==> src/rtl/sound_arbiter.sv <==
// -----------------------------------------------------------------------------
// sound_arbiter
// Shares one piezo buzzer among four game sound sources: paddle hit, wall
// bounce, score and game over. Rising edges of the requests are granted by
// fixed priority (over > score > wall > paddle), and each grant plays one
// square-wave tone for a fixed number of video frames, followed by an optional
// silent gap. A higher-priority event preempts the tone now playing. One
// lower-priority event can wait in a single pending slot.
//
// Ports
//   clk         system clock
//   reset       asynchronous reset, active low
//   enable      1 = sound on; 0 = mute, flush pending, return to IDLE
//   frame_tick  one-cycle pulse per video frame
//   req_paddle  paddle-collision request (level or pulse)
//   req_wall    wall-collision request
//   req_score   score event request
//   req_over    game-over request
//   buzzer      square-wave drive to the piezo
//   busy        1 while a tone or the gap after it is in progress
//   active_id   tone now playing: 0 none, 1 paddle, 2 wall, 3 score, 4 over
//   grant       one-cycle pulse when a tone starts (including preemption)
// -----------------------------------------------------------------------------
module sound_arbiter #(
   parameter int unsigned DIV_PADDLE = 100000,
   parameter int unsigned DIV_WALL   = 50000,
   parameter int unsigned DIV_SCORE  = 25000,
   parameter int unsigned DIV_OVER   = 16667,
   parameter int unsigned DUR_PADDLE = 6,
   parameter int unsigned DUR_WALL   = 6,
   parameter int unsigned DUR_SCORE  = 20,
   parameter int unsigned DUR_OVER   = 60,
   parameter int unsigned GAP_FRAMES = 2
) (
   input  logic       clk,
   input  logic       reset,
   input  logic       enable,
   input  logic       frame_tick,
   input  logic       req_paddle,
   input  logic       req_wall,
   input  logic       req_score,
   input  logic       req_over,
   output logic       buzzer,
   output logic       busy,
   output logic [2:0] active_id,
   output logic       grant
);

   typedef enum logic [1:0] {IDLE, PLAY, GAP} state_t;

   localparam logic [16:0] DIV_P = 17'(DIV_PADDLE);
   localparam logic [16:0] DIV_W = 17'(DIV_WALL);
   localparam logic [16:0] DIV_S = 17'(DIV_SCORE);
   localparam logic [16:0] DIV_O = 17'(DIV_OVER);
   localparam logic [7:0]  DUR_P = 8'(DUR_PADDLE);
   localparam logic [7:0]  DUR_W = 8'(DUR_WALL);
   localparam logic [7:0]  DUR_S = 8'(DUR_SCORE);
   localparam logic [7:0]  DUR_O = 8'(DUR_OVER);
   localparam logic [7:0]  GAP_N = 8'(GAP_FRAMES);

   // Request masks use bit (id-1): bit0 paddle ... bit3 over.
   function automatic logic [2:0] hi_id(input logic [3:0] m);
      if (m[3])      return 3'd4;
      else if (m[2]) return 3'd3;
      else if (m[1]) return 3'd2;
      else if (m[0]) return 3'd1;
      else           return 3'd0;
   endfunction

   function automatic logic [3:0] id_mask(input logic [2:0] id);
      case (id)
         3'd1:    return 4'b0001;
         3'd2:    return 4'b0010;
         3'd3:    return 4'b0100;
         3'd4:    return 4'b1000;
         default: return 4'b0000;
      endcase
   endfunction

   function automatic logic [16:0] div_of(input logic [2:0] id);
      case (id)
         3'd2:    return DIV_W;
         3'd3:    return DIV_S;
         3'd4:    return DIV_O;
         default: return DIV_P;
      endcase
   endfunction

   function automatic logic [7:0] dur_of(input logic [2:0] id);
      case (id)
         3'd2:    return DUR_W;
         3'd3:    return DUR_S;
         3'd4:    return DUR_O;
         default: return DUR_P;
      endcase
   endfunction

   state_t      state_q, state_d;
   logic [3:0]  req_q;
   logic [16:0] div_q, div_d;
   logic [7:0]  dur_q, dur_d;
   logic [7:0]  gap_q, gap_d;
   logic [2:0]  act_q, act_d;
   logic [2:0]  pend_q, pend_d;
   logic        buzz_q, buzz_d;
   logic        grant_q, grant_d;

   logic [3:0]  req_now;
   logic [3:0]  ev;
   logic [3:0]  pmask;
   logic [3:0]  pool;
   logic [2:0]  ev_id;
   logic [2:0]  start_id;

   assign req_now = {req_over, req_score, req_wall, req_paddle};
   assign ev      = req_now & ~req_q;
   assign pmask   = id_mask(pend_q);
   assign ev_id   = hi_id(ev);

   always_comb begin
      state_d  = state_q;
      div_d    = div_q;
      dur_d    = dur_q;
      gap_d    = gap_q;
      act_d    = act_q;
      pend_d   = pend_q;
      buzz_d   = buzz_q;
      grant_d  = 1'b0;
      start_id = 3'd0;
      pool     = 4'b0000;

      case (state_q)
         IDLE: begin
            if (ev != 4'b0000) begin
               start_id = ev_id;
               pend_d   = hi_id(ev & ~id_mask(ev_id));
            end
         end
         PLAY: begin
            if (div_q == div_of(act_q) - 17'd1) begin
               buzz_d = ~buzz_q;
               div_d  = 17'd0;
            end else begin
               div_d = div_q + 17'd1;
            end
            if (frame_tick && dur_q == 8'd1) begin
               // Tone over: silence first, then the gap or the next tone.
               buzz_d = 1'b0;
               act_d  = 3'd0;
               div_d  = 17'd0;
               dur_d  = 8'd0;
               if (GAP_FRAMES != 0) begin
                  state_d = GAP;
                  gap_d   = GAP_N;
                  pend_d  = hi_id(pmask | ev);
               end else begin
                  pool     = pmask | ev;
                  start_id = hi_id(pool);
                  pend_d   = hi_id(pool & ~id_mask(start_id));
                  if (start_id == 3'd0) state_d = IDLE;
               end
            end else begin
               if (frame_tick) dur_d = dur_q - 8'd1;
               if (ev_id > act_q) begin
                  // Preempt: the old tone is dropped, pending is kept.
                  start_id = ev_id;
                  pend_d   = hi_id(pmask | (ev & ~id_mask(ev_id)));
               end else begin
                  pend_d = hi_id(pmask | ev);
               end
            end
         end
         GAP: begin
            buzz_d = 1'b0;
            if (frame_tick && gap_q == 8'd1) begin
               gap_d    = 8'd0;
               pool     = pmask | ev;
               start_id = hi_id(pool);
               pend_d   = hi_id(pool & ~id_mask(start_id));
               if (start_id == 3'd0) state_d = IDLE;
            end else begin
               if (frame_tick) gap_d = gap_q - 8'd1;
               pend_d = hi_id(pmask | ev);
            end
         end
         default: state_d = IDLE;
      endcase

      if (start_id != 3'd0) begin
         state_d = PLAY;
         grant_d = 1'b1;
         act_d   = start_id;
         dur_d   = dur_of(start_id);
         div_d   = 17'd0;
         buzz_d  = 1'b0;
      end

      if (!enable) begin
         state_d = IDLE;
         buzz_d  = 1'b0;
         act_d   = 3'd0;
         pend_d  = 3'd0;
         grant_d = 1'b0;
         div_d   = 17'd0;
         dur_d   = 8'd0;
         gap_d   = 8'd0;
      end
   end

   always_ff @(posedge clk or negedge reset) begin
      if (!reset) begin
         state_q <= IDLE;
         req_q   <= 4'b0000;
         div_q   <= 17'd0;
         dur_q   <= 8'd0;
         gap_q   <= 8'd0;
         act_q   <= 3'd0;
         pend_q  <= 3'd0;
         buzz_q  <= 1'b0;
         grant_q <= 1'b0;
      end else begin
         state_q <= state_d;
         req_q   <= req_now;
         div_q   <= div_d;
         dur_q   <= dur_d;
         gap_q   <= gap_d;
         act_q   <= act_d;
         pend_q  <= pend_d;
         buzz_q  <= buzz_d;
         grant_q <= grant_d;
      end
   end

   assign buzzer    = buzz_q;
   assign busy      = (state_q != IDLE);
   assign active_id = act_q;
   assign grant     = grant_q;

endmodule
==> config.mk <==
export PLATFORM = sky130hd
export DESIGN_NAME = sound_arbiter
export DESIGN_NICKNAME = d
export VERILOG_FILES = /design/src/rtl/sound_arbiter.sv
export SDC_FILE = /design/constraint.sdc
export NUM_CORES = 1
export LEC_CHECK = 0
export CORE_ASPECT_RATIO = 0.5
export CORE_UTILIZATION = 66
export DETAILED_ROUTE_END_ITERATION = 7
export GPL_ROUTABILITY_DRIVEN = 0
export PLACE_DENSITY_LB_ADDON = 0.08
export SLEW_MARGIN = 10
export SYNTH_ARGS = -nofsm -noshare
export SYNTH_HDL_FRONTEND = slang
export SYNTH_SLANG_ARGS = --single-unit
==> constraint.sdc <==
create_clock -name clk -period 6.9 [get_ports clk]
set_clock_uncertainty 0.1 [all_clocks]
set_input_delay 1.38 -clock clk [delete_from_list [all_inputs] [get_ports clk]]
set_output_delay 1.38 -clock clk [all_outputs]
set_load 0.02 [all_outputs]
==> results of run 1 <==
path summary, 6_finish.rpt:
path | start | endpoint | slack (ns) | cells after the start
worst min-delay path | dur_q[1] | dur_q[1] | 0.48 | 1
worst min register to register | dur_q[1] | dur_q[1] | 0.48 | 1
max in group asynchronous | reset | gap_q[2] | 4.88 | 1
worst max register to register | active_id[2] | div_q[1] | 2.82 | 10
min in group asynchronous | reset | div_q[9] | 1.14 | 1
worst max-delay path | req_score | div_q[1] | 2.26 | 12
layout make-up:
type                       instances  area [um^2]  area share [%]
clock buffer                       5         68.8            1.84
sequential                        47         1180            31.4
tap                               70         87.6            2.34
inverter                          24         90.1            2.41
timing repair buffer              14          133            3.54
clock inverter                     3         20.0           0.535
multi-input combinational        342         2170            57.9
state kept, by name, summed over array words and instances, names as in the netlist:
signal	cells
gap_q	8
state_q	2
dur_q	8
grant	1
buzzer	1
req_q	4
pend_q	3
div_q	17
active_id	3
kinds of logic after synthesis:
logic type / count (synthesis)
and+or+nand+nor: 208
xor gates and xnor gates: 11
buffers and inverters: 43
DFF: 47
muxes: 3
adders and majority gates: 14
AOI/OAI and AO/OA: 106
metrics by stage:
| step | power (W) | cell area (um^2) |
|---|---|---|
| 2_1_floorplan | 0.000550 | 3520 |
| 3_3_place_gp | 0.000605 | 3650 |
| 3_5_place_dp | 0.000622 | 3650 |
| 4_1_cts | 0.000795 | 3740 |
| 5_1_grt | 0.000843 | 3740 |
| 6_report | 0.000799 | 3740 |
synthesized netlist by cell type (3+ instances only):
master    instances
nand3_1          42
and3_1            6
nor4_1            4
o311ai_0          3
o21ai_0          25
inv_1            24
o31ai_1           3
o22ai_1           6
or3_1            14
a21oi_1          20
xor2_1            6
nor2b_1          10
nor3_1           12
o211ai_1          3
dfrtp_1          47
a31oi_1           9
xnor2_1           5
a21o_1            3
and2_1            5
nand2_1          41
a211oi_1          3
nor3b_1           5
clkbuf_1         10
nand2b_1          6
ha_1             14
nor4bb_1          4
a21boi_0          3
a211o_1           3
nor2_1           34
nand4_1           8
buf_2             8
routing by layer:
layer	share of wire [%]	global-route usage, %
met5	0	0
met4	2.8	14.6
met3	6.6	5.57
met2	48	59.8
met1	43	40.2
layout by cell type (no fill, tap or decap), types with 3 or more instances in the layout:
cell type / instances
nor4bb_1: 4
inv_1: 24
a21oi_1: 20
nand3_1: 42
or3_1: 14
a31oi_1: 9
nand4_1: 8
a211oi_1: 3
xnor2_1: 5
nor4_1: 4
nor3_1: 12
a21o_1: 3
o31ai_1: 3
o21ai_0: 25
nand2b_1: 6
and3_1: 6
dfrtp_1: 47
nand2_1: 41
nor2b_1: 10
clkdlybuf4s50_1: 12
xor2_1: 6
clkbuf_8: 5
nor3b_1: 5
a21boi_0: 3
o311ai_0: 3
o22ai_1: 6
ha_1: 14
nor2_1: 34
a211o_1: 3
and2_1: 5
o211ai_1: 3
power by group through the flow:
stage / Combinational, W / Clock [W] / Sequential [W]
2_1_floorplan: 0.000214 / 0 / 0.000336
3_3_place_gp: 0.000264 / 0 / 0.000341
3_5_place_dp: 0.000277 / 0 / 0.000345
4_1_cts: 0.000281 / 0.000175 / 0.000339
5_1_grt: 0.000315 / 0.000183 / 0.000345
6_report: 0.000285 / 0.000173 / 0.000341
==> impl_metrics.toml, run 1 <==
[power]
p_per_area_mw_per_mm2 = 213
switching_share_pct = 39.0
peakVddDrop_uv = 165
p_switching_w = 0.000312
power_frac_seq_pct = 42.7
leakagePower_nw = 1.53
clkPwrFrac_pct = 21.6
intPower_w = 0.000487
pwr-share-comb_pct = 35.7

[synthesis]
synth_top_family_by_area = "simple AND/OR/NAND/NOR gates"
ys_warn_count = 0
synthArstFlopShare_pct = 100
synth_fp_nets = 454
synth_edf_count = 0
netlist_area_mm2 = 0.00352
synth_top_area_share_pct = 33.4
synth-main-ff-cell = "dfrtp_1"
synth_cells = 432
yosysUniqueCellTypes = 64
ys_seq_elements = 47
synth-simple-area-share_pct = 32.4
synth_seq_area_share_pct = 33.4
synth_compound_area_share_pct = 20.6
synthAdderAreaFrac_pct = 4.97
synth_xor_xnor_area_share_pct = 2.73
syn_avg_cell_area_um2 = 8.16
synth.area.top_cells = "dfrtp_1 (33%), nand3_1 (6.0%), ha_1 (5.0%), nand2_1 (4.4%), nor2_1 (3.6%)"
yosysTopAreaCell = "dfrtp_1"
synth_mux_area_share_pct = 0.923

[global_route]
grt_pass1_wl_um = 14400
grt_start_max_net_pins = 48
track_usage_pct = 32.9
antenna_found_initial = 0
grt_pass1_vias = 3161
grt.overflow.total = 0

[critical_path]
startpoint_type = "input pin"
cpPeakStageDelay_ns = 0.87
crit_family = "simple AND/OR/NAND/NOR gates"
required_ns = 7.02
cp.arrival_ns = 4.76
crit_chain = "clkdlybuf4s50_1 > nand2b_1 > o21ai_0 > nand2_1 > ha_1 > inv_1 > a211o_1 > a31oi_4 > a211oi_2 > nor3b_2 > nand2_1 > o21ai_0"
worstPathMaxFanout = 17
worst-path-buf-inv = 2
crit_type = "input pin to register"
crit_slowest_cell = "nor3b_2"
endpoint_kind = "register"

[sta]
fin_crit_sh_pct = 67.2
fin_setup_tns_ns = 0
maxSlewHeadroom_pct = 28.5
timing.hold.ws_ns = 0.476
tightest_slew_ns = 1.07
maxSlewViolCount = 0
hold_viol = 0
setup_ws_ns = 2.26
fmax_mhz = 216
setup_violations = 0
period_minus_slack_ns = 4.64
rsz0062_at_grt = "false"

[job]
maxCapViolCount = 0

[detailed_routing]
antenna_left = 0
first_pass_iters = 5
num_vias = 3377
drc = 0
wirelength_um = 8670
via_per_inst = 6.69
drt-initial-drc-count = 297
wl_per_cell_um = 17.2

[clock_tree]
worst_skew_pair.late_latency_ns = 0.32
cts_max_path_buffers = 2
clk_pin_slew_ns = 0.09
cts_sinks = 47
htreeDepth = 2
hold_buffers = 0
ctsResizeCount = 0
cts_tree = "done"
cts_buffers = 5
clockRootBuffer = "clkbuf_8"
post_cts_buffers = 0

[floorplanning]
start_util_pct = 70.2
die_h_um = 53.7
die_w_um = 105
num_rows = 18
dieArea_mm2 = 0.00565
ioPinCount = 14
core_area_mm2 = 0.00502

[finish]
final_util_pct = 74.5
drive_above_1_share_pct = 7.13
num_antenna_cells = 0
fin_nets = 456
areaGrowthSynthToFinish_pct = 6.25
fillers = 379
stdcell_count = 505

[outcome]
status = "finished clean"

[placement]
portBuffers = 13
place_hpwl_um = 6200
pre_cts_ws_ns = 2.07
dp.cells = 497

[worst_hold_path]
hp-class = "register to register"
Power figures use the tool's default switching activity.
==> run 2: changes to the inputs <==
--- a/config.mk
+++ b/config.mk
@@ -6,7 +6,7 @@
 export NUM_CORES = 1
 export LEC_CHECK = 0
 export CORE_ASPECT_RATIO = 0.5
-export CORE_UTILIZATION = 66
+export CORE_UTILIZATION = 56
 export DETAILED_ROUTE_END_ITERATION = 7
 export GPL_ROUTABILITY_DRIVEN = 0
 export PLACE_DENSITY_LB_ADDON = 0.08
==> constraint.sdc (replaced) <==
create_clock -name clk -period 4 [get_ports clk]
set_clock_uncertainty 0.1 [all_clocks]
set_input_delay 0.8 -clock clk [delete_from_list [all_inputs] [get_ports clk]]
set_output_delay 0.8 -clock clk [all_outputs]
set_load 0.02 [all_outputs]
==> run 2 against run 1 <==
Count of clock-buffer cells in the layout rose by 2. Register-to-register slack got worse by 2.5 ns. Critical endpoint unchanged. Non-clock buffer count up 10. Sequential share of layout area fell by 1.3 points. Sequential power up 70%. Utilization is 6.9 points lower. Routed wire length hardly changed. Total power increased by 91%.
==> impl_metrics.toml, run 2 (synthesis gave the netlist of run 1 again) <==
[outcome]
status = "finished clean"

[clock_tree]
cts_buffers = 5
hold_buffers = 0
ctsResizeCount = 0
clk_pin_slew_ns = 0.07
cts_sinks = 47
htreeDepth = 2
post_cts_buffers = 0
worst_skew_pair.late_latency_ns = 0.30
cts_tree = "done"
cts_max_path_buffers = 2
clockRootBuffer = "clkbuf_16"

[sta]
fin_setup_tns_ns = 0
maxSlewViolCount = 0
hold_viol = 0
tightest_slew_ns = 1.12
rsz0062_at_grt = "false"
fmax_mhz = 272
setup_violations = 0
maxSlewHeadroom_pct = 24.7
timing.hold.ws_ns = 0.465
fin_crit_sh_pct = 92.0
period_minus_slack_ns = 3.68

[global_route]
grt_pass1_vias = 3083
grt_pass1_wl_um = 14600
gr-usage-met3_pct = 6.07
use_met1_pct = 37.2
grt_start_max_net_pins = 48
grt.busiest_layer = "met2"
met2_usage_pct = 45.0
grt.overflow.total = 0
antenna_found_initial = 0
track_usage_pct = 27.9

[placement]
place_hpwl_um = 6290
portBuffers = 13

[job]
maxCapViolCount = 0

[finish]
top_register = "div_q"
fin_nets = 466
drive_above_1_share_pct = 8.99
areaGrowthSynthToFinish_pct = 10.8
largest_register_ffs = 17
final_common_cell = "dfrtp_1"
final_cell_mix = "dfrtp_1 (47), nand3_1 (42), nand2_1 (41)"
top_regs = "div_q x17, dur_q x8, gap_q x8"
num_antenna_cells = 0

[floorplanning]
dieArea_mm2 = 0.00663
core_area_mm2 = 0.00578
num_rows = 19
ioPinCount = 14
start_util_pct = 61.0
die_h_um = 58.1
die_w_um = 114

[worst_hold_path]
hp-class = "register to register"

[power]
leakagePower_nw = 1.61
power_w = 0.00153
peakVddDrop_uv = 265
p_per_area_mw_per_mm2 = 391

[detailed_routing]
first_pass_iters = 5
wl_per_cell_um = 16.4
drc = 0
antenna_left = 0
via_per_inst = 6.32
num_vias = 3343
drt-initial-drc-count = 261
wirelength_um = 8660

[critical_path]
required_ns = 4.04
crit_slowest_cell = "nor3_2"
crit_type = "input pin to register"
crit_chain = "clkdlybuf4s50_1 > nor2b_1 > o21ai_0 > nand2_1 > ha_1 > inv_1 > a211o_1 > a31oi_4 > a211oi_2 > nor3_2 > o21ai_0"
cp.arrival_ns = 3.71
path_common_cell = "o21ai_0"
crit_family = "simple AND/OR/NAND/NOR gates"
worst-path-buf-inv = 2
worstPathMaxFanout = 18
startpoint_type = "input pin"
cpPeakStageDelay_ns = 0.87
endpoint_kind = "register"
[run 2: cell types whose count changed in the layout (fill, tap and decap cells not counted), sizes merged]
cell      delta
clkinvlp     -2
clkbuf       +2
buf         +10
[run 2: metrics by stage]
stage	util (%)	std cells	setup slack, ns	area, um^2
global route	67.6	529	0.0595	3910
floorplan	-	432	0.737	3520
global placement	64.9	521	0.119	3750
detailed placement	64.9	521	0.000398	3750
finish	67.6	529	0.322	3910
CTS	67.5	529	0.180	3900
[run 2: final timing paths]
kind | from | end | slack [ns] | depth (start not counted)
max | req_wall | div_q[1] | 0.32 | 11
min | dur_q[1] | dur_q[1] | 0.47 | 1
max reg2reg | active_id[1] | div_q[5] | 0.35 | 10
min reg2reg | dur_q[1] | dur_q[1] | 0.47 | 1
max in group asynchronous | reset | gap_q[6] | 2.55 | 1
min in group asynchronous | reset | div_q[3] | 0.59 | 1
[run 2: where the power goes]
part	internal, W	total [W]	switching [W]	leakage (nW)
Combinational	0.000208	0.000509	0.000301	0.907
Clock	0.000251	0.000440	0.000190	0.0741
Sequential	0.000522	0.000579	0.0000562	0.631
[run 2: worst register-to-register path, cell delays in order, from the launching register on]
cell,delay [ns]
dfrtp_1,0.45
nor3b_1,0.51
a21oi_1,0.15
ha_1,0.24
nor4bb_1,0.14
or3_1,0.34
and4b_1,0.22
o2111ai_1,0.39
nor3b_4,0.69
a21oi_1,0.15
o21ai_0,0.18
[run 2: area by class of cell]
| type | count | area (um^2) |
|---|---|---|
| inverter | 24 | 90.1 |
| clock buffer | 7 | 143 |
| sequential | 47 | 1180 |
| timing repair buffer | 24 | 208 |
| tap | 84 | 105 |
| multi-input combinational | 342 | 2170 |
| fill | 498 | 1870 |
| clock inverter | 1 | 8.76 |
[run 2: metal layers]
layer	wire, um	vias to the layer above	share of wire, %
met5	0	-	0
met4	152	0	1.8
met3	531	16	6.1
met2	3980	131	46
met1	3990	1584	46
li1	-	1612	-
